[src/rtl/result_sched_pkg.sv]
// Shared types and constants for the result scheduler.
// Optional feature macro: RESULT_SCHED_CKSUM_EN adds a checksum beat (state CK).
package result_sched_pkg;

   localparam int NUM_REQ = 2;
   localparam int BYTE_W  = 8;

   localparam logic [1:0] TAG_IDLE = 2'b00;
   localparam logic [1:0] TAG_REQ0 = 2'b10;
   localparam logic [1:0] TAG_REQ1 = 2'b11;

`ifdef RESULT_SCHED_CKSUM_EN
   typedef enum logic [1:0] {IDLE, HI, LO, CK} state_e;
`else
   typedef enum logic [1:0] {IDLE, HI, LO} state_e;
`endif

   // Beat tag for a given source id: 2'b10 for requester 0, 2'b11 for requester 1.
   function automatic logic [1:0] beat_tag(input logic id);
      return id ? TAG_REQ1 : TAG_REQ0;
   endfunction

endpackage

[src/rtl/result_sched_rr_arb2.sv]
// Two-way round-robin arbiter: one-hot grant, favours the requester not served last.
module rr_arb2
   import result_sched_pkg::*;
(
   input  logic [NUM_REQ-1:0] valid_i,
   input  logic               last_i,
   input  logic               en_i,
   output logic [NUM_REQ-1:0] grant_o
);

   // Grant the lone requester, or on contention the one that did not win last time.
   always_comb begin
      grant_o = '0;
      if (en_i) begin
         case (valid_i)
            2'b01:   grant_o = 2'b01;
            2'b10:   grant_o = 2'b10;
            2'b11:   grant_o = last_i ? 2'b01 : 2'b10;
            default: grant_o = '0;
         endcase
      end
   end

endmodule

[src/rtl/result_sched.sv]
// Result scheduler: accepts 16-bit results from two requesters and serialises
// each into tagged byte beats on a registered 10-bit output.
// Optional feature macro: RESULT_SCHED_CKSUM_EN appends an XOR checksum beat.
module result_sched
   import result_sched_pkg::*;
(
   input  logic        clock,
   input  logic        reset_n,
   input  logic [1:0]  req_valid,
   input  logic [15:0] req_ans0,
   input  logic [15:0] req_ans1,
   output logic [1:0]  req_ready,
   output logic [9:0]  out,
   output logic        busy
);

   state_e      state_q, state_d;
   logic [15:0] ans_q, ans_d;
   logic        id_q, id_d;
   logic        last_q, last_d;
   logic [9:0]  out_q, out_d;

   logic [1:0]  grant;
   logic        final_beat;
   logic        accept_en;
   logic        xfer;
   logic        win_id;
   logic [15:0] sel_ans;

`ifdef RESULT_SCHED_CKSUM_EN
   assign final_beat = (state_q == CK);
`else
   assign final_beat = (state_q == LO);
`endif

   // A new word is accepted only when idle or while the last beat is on the wire;
   // reset_n gates it so nothing is offered while reset is held.
   assign accept_en = reset_n && ((state_q == IDLE) || final_beat);

   rr_arb2 u_arb (
      .valid_i (req_valid),
      .last_i  (last_q),
      .en_i    (accept_en),
      .grant_o (grant)
   );

   assign xfer      = |grant;
   assign win_id    = grant[1];
   assign sel_ans   = win_id ? req_ans1 : req_ans0;
   assign req_ready = grant;
   assign out       = out_q;
   assign busy      = (state_q != IDLE);

   // Next-state and next-beat logic; the beat shown next cycle is computed here.
   always_comb begin
      state_d = state_q;
      ans_d   = ans_q;
      id_d    = id_q;
      last_d  = last_q;
      out_d   = {{BYTE_W{1'b0}}, TAG_IDLE};
      if (xfer) begin
         ans_d   = sel_ans;
         id_d    = win_id;
         last_d  = win_id;
         state_d = HI;
         out_d   = {sel_ans[15:8], beat_tag(win_id)};
      end else begin
         case (state_q)
            HI: begin
               state_d = LO;
               out_d   = {ans_q[7:0], beat_tag(id_q)};
            end
`ifdef RESULT_SCHED_CKSUM_EN
            LO: begin
               state_d = CK;
               out_d   = {ans_q[15:8] ^ ans_q[7:0], beat_tag(id_q)};
            end
`endif
            default: state_d = IDLE;
         endcase
      end
   end

   // State, holding register and output beat; reset aborts any transaction at once.
   always_ff @(posedge clock or negedge reset_n) begin
      if (!reset_n) begin
         state_q <= IDLE;
         ans_q   <= '0;
         id_q    <= 1'b0;
         last_q  <= 1'b1;
         out_q   <= '0;
      end else begin
         state_q <= state_d;
         ans_q   <= ans_d;
         id_q    <= id_d;
         last_q  <= last_d;
         out_q   <= out_d;
      end
   end

endmodule

[config.mk]
export PLATFORM = sky130hd
export DESIGN_NAME = result_sched
export DESIGN_NICKNAME = d
export VERILOG_FILES = /design/src/rtl/result_sched_pkg.sv /design/src/rtl/result_sched_rr_arb2.sv /design/src/rtl/result_sched.sv
export SDC_FILE = /design/constraint.sdc
export NUM_CORES = 1
export LEC_CHECK = 0
export CAP_MARGIN = 20
export CORE_AREA = 2 2 63 65
export DETAILED_ROUTE_END_ITERATION = 10
export DIE_AREA = 0 0 65 67
export PLACE_DENSITY_LB_ADDON = 0.3
export SLEW_MARGIN = 10
export SYNTH_ARGS = -nofsm -noshare
export SYNTH_HDL_FRONTEND = slang
export SYNTH_HIERARCHICAL = 1
export SYNTH_SLANG_ARGS = --single-unit
[constraint.sdc]
create_clock -name clock -period 2.4 [get_ports clock]
set_input_delay 0.48 -clock clock [delete_from_list [all_inputs] [get_ports clock]]
set_output_delay 0.48 -clock clock [all_outputs]
set_load 0.05 [all_outputs]
## Word level (Yosys, flattened, before mapping)

Cells that the tools add are included.

| word-level totals | value |
|---|---|
| logic and storage cells | 25 |
| bits of input ports | 36 |
| register bits | 22 |
| output and inout bits | 13 |

| operators by class | value |
|---|---|
| reductions and logical operators | 5 |
| equality and inequality tests | 5 |
| multiplexer cells | 10 |

Operators with widths:

| cell | number |
|---|---|
| 10-bit 2-to-1 mux | 2 |
| 16-bit 2-to-1 mux | 1 |
| 2-bit 2-to-1 mux | 4 |
| 2-bit == test, second input constant | 3 |
| 2-bit case mux with 3 select lines | 1 |
| 2-bit by 1-bit == test with 1-bit output, second input constant | 2 |
| 2-bit logical NOT | 1 |
| 1-bit 2-to-1 mux | 2 |
| 2-bit nonzero test | 1 |
| 2-bit OR reduction | 1 |
| 1-bit logical AND | 1 |
| 1-bit logical OR | 1 |

## Logic depth before layout (Yosys ltp)

| depth | value |
|---|---|
| depth in word-level cells | 6 |
| mapped depth | 8 |
| depth with buffers taken out | 5 |

## Cells and area by module

Netlist, hierarchy kept.

Modules (own cells, without submodules):

| module | seq. area each (um2) | area each (um2) | times used | cells an instance |
|---|---|---|---|---|
| result_sched | 551.8 | 1039.7 | 1 | 96 |
| rr_arb2 | 0.0 | 21.3 | 1 | 5 |

## Least setup slack after synthesis

OpenSTA, ideal clock, no wires.

| path | value |
|---|---|
| path type | flip-flop to flip-flop |
| from | register state_q[0] |
| to | register ans_q[5] |
| setup time | 0.130 ns |
| path slack | -0.110 ns |
| buffers on the path | 3 |
| cell stages (with the launch flop) | 9 |
| data required time | 2.270 ns |
| arrival time | 2.380 ns |
| path through | dfrtp_1 > clkbuf_1 > nor2b_1 > nand2_1 > a21oi_1 > buf_6 > buf_12 > mux2i_1 > o21ai_1 |

| on the way | value |
|---|---|
| longest elaborated chain between the ends | 5 |
| elaborated cells between the ends (all ways) | 7 |
| classes of those cells | 1 x eq/ne; 2 x mux; 4 x reduce/logical |

RTL lines:

| what | line | source |
|---|---|---|
| from (decl) | result_sched.sv:17 | `state_e state_q, state_d;` |
| from (signal assigned) | result_sched.sv:93 | `state_q <= state_d;` |
| 2-bit == test / 2-bit logical NOT (equally long branches) | result_sched.sv:33, result_sched.sv:38 |  |
| 1-bit logical OR (*) | result_sched.sv:38 | `assign accept_en = reset_n && ((state_q == IDLE) \|\| final_beat);` |
| 1-bit logical AND (*) | result_sched.sv:38 |  |
| net accept_en | result_sched.sv:25 | `logic accept_en;` |
| 2-bit 2-to-1 mux (*) | result_sched_rr_arb2.sv:14 | `if (en_i) begin` |
| net req_ready[0] | result_sched.sv:12 | `output logic [1:0] req_ready,` |
| 2-bit OR reduction (*) | result_sched.sv:47 | `assign xfer = \|grant;` |
| to (signal assigned) | result_sched.sv:94 | `ans_q <= ans_d;` |
| to (decl) | result_sched.sv:18 | `logic [15:0] ans_q, ans_d;` |

The timed path passes the listed nets; every way through them passes the cells marked *.
A chain may end at the register's enable or synchronous reset.

## Worst setup path after layout

| path | value |
|---|---|
| from | register state_q[1] |
| to | output port busy |

| on the way | value |
|---|---|
| longest elaborated chain between the ends | 1 |

RTL lines:

| what | line | source |
|---|---|---|
| 2-bit nonzero test | result_sched.sv:52 | `assign busy = (state_q != IDLE);` |
| to (decl) | result_sched.sv:14 | `output logic busy` |

Every way passes these cells.

==> impl_metrics.ini <==
[status]
run_status = finished, final reports clean

[synthesis]
synth_seq_area_share_pct = 52.0
synthCells = 101
synth.avg_cell_area_um2 = 10.5
yosysUniqueCellTypes = 20
ys_warn_count = 6
synth_nets = 137
synth_async_sr_flop_share_pct = 100
synth_common_cells = 21 x dfrtp_1, 18 x a21oi_1, 10 x nand2_1
synthTopCellsByArea = dfrtp_1 50%, a21oi_1 8.5%, nand4bb_1 8.5%
synth_edf_count = 0
synth_area_um2 = 1060
synth_most_common_cell = dfrtp_1
synth_top_area_share_pct = 49.5
synth_ff_type = dfrtp_1
synth-seq-cells = 22
yosysTopAreaCell = dfrtp_1

[global_routing]
first_global_vias = 862
grtUsageTotal_pct = 12.1
grt_antenna_before_repair = 0
grt_first_pass_wirelength_mm = 3.97
grt_max_degree = 37
grt_overflow = 0

[critical_path]
r2r-end = ans_q[2]
rr_worst_depth = 7
worstSetupStartpointType = flop
end_kind = output port
critical_path_peak_fanout = 10
worstPathRequired_ns = 1.92
reg2reg_from = state_q[0]
r2r_slack_ns = 0.68
path_class = reg -> out
arrival_ns = 1.76

[clock_network]
clockRootBuffer = clkbuf_8
cts.path.max_buffers = 2
post-cts-setup-buffer-count = 0
clk_pin_slew_ns = 0.08
tritoncts = done
htree_levels = 1
clk_latency_ns = 0.26
cts-hold-fix-buffers = 0
clock-sinks = 22
cts-buffers-inserted = 3
cts_resized = 0

[route]
firstDrtPassIters = 4
ant_nets = 0
drc_errors = 0
wl_per_cell_um = 12.6
drt_iter0_markers = 39
vias = 868
vias_per_cell = 4.36
routed_wl_mm = 2.52

[sta]
fin_setup_tns_ns = 0
tightest_slew_ns = 0.503
period_needed_ns = 2.24
hold_ws_ns = 0.498
finalMaxSlewViolations = 0
setup_violations = 0
setup_ws_ns = 0.155
fmax_ghz = 0.445
rsz0062_at_grt = no
hold_viol_final = 0
slew_headroom_pct = 66.3
fin_skew_ns = 0.00520
finalCritPeriodShare_pct = 93.5

[layout]
post-route-util_pct = 46.0
diodes = 0
syn2layout_area_growth_pct = 56.5
drive_above_1_share_pct = 9.27
fin_nets = 188

[placement]
globalplace.congestion = 0.733
post-dp-hpwl_mm = 1.89
port_buffers = 48
dpl_worst_slack_ns = 0.233

[floorplanning]
dieHeight_um = 67
num_rows = 22
io-pin-count = 49
start_util_pct = 29.4
die_x_um = 65
core-area_um2 = 3610
die-area_um2 = 4360

[run]
cap_violations = 0

[worst_hold_path]
hp-class = reg -> reg
whs_endpoint = id_q
min_from = id_q
timing.hold.worst_path_depth = 2

[pwr]
p_leak_uw = 0.000660
peakVddDrop_uv = 222
p_per_area_nw_per_um2 = 774
p_total_uw = 1280
==> worst max-delay path, cell delays in order (launching register included) <==
cell and delay (ns):
dfrtp_1 0.47, or2_2 0.34, clkdlybuf4s50_1 0.70
==> how the worst max path moves through the flow <==
stage	startpoint	endpoint	slack [ns]	cells past startpoint
after floorplan	state_q[0]	out[3]	0.002	8
after global placement	reset_n	out[1]	0.26	7
final	state_q[1]	busy	0.16	2
after CTS	state_q[1]	busy	0.14	2
after global routing	state_q[1]	busy	0.11	2
after detailed placement	reset_n	ans_q[2]	0.23	7
==> stage by stage <==
stage,area (um^2),cells
3_3_place_gp,1620,195
4_1_cts,1660,199
6_report,1660,199
3_5_place_dp,1620,195
2_1_floorplan,1060,101
5_1_grt,1660,199
==> routing by layer <==
layer	wire, um	GRT usage [%]	share of wire, %
met5	0	0	0
met4	27	5.59	1.1
met3	149	2.53	5.9
met2	1200	19.7	48
met1	1130	15.3	45
==> kinds of logic (layout without fill, tap and decap cells) <==
group	after synthesis	in the layout	share of synthesized area, %
AO/OA/AOI/OAI	28	28	13.7
AND/OR/NAND/NOR	34	34	21.2
flip-flops	22	22	52.0
buffers and inverters	9	59	5.54
multiplexers	8	8	7.55
==> layout by cell type, fill, tap and decap left out, drive strengths merged <==
cell / n
a21o: 1
a21oi: 18
buf: 7
clkbuf: 4
clkdlybuf4s50: 46
dfrtp: 21
dfstp: 1
inv: 2
mux2i: 8
nand2: 10
nand2b: 4
nand4bb: 8
nor2: 1
nor2b: 9
o21ai: 8
o21bai: 1
or2: 2
==> flip-flops by register name, summed over array words and instances, names as in the netlist <==
signal / count
id_q: 1
ans_q: 8
last_q: 1
out: 10
state_q: 2
==> where the power goes <==
part           internal (uW)  switching [uW]
combinational            228             296
clock                    118             112
sequential               476            54.7
==> layout make-up <==
type,count,area (um^2)
Multi-Input combinational cell,70,458
Clock buffer,4,45.0
Tap cell,48,60.1
Timing Repair Buffer,53,538
Fill cell,354,1950
Inverter,2,7.51
Sequential cell,22,552
(Power assumes the default switching activity.)
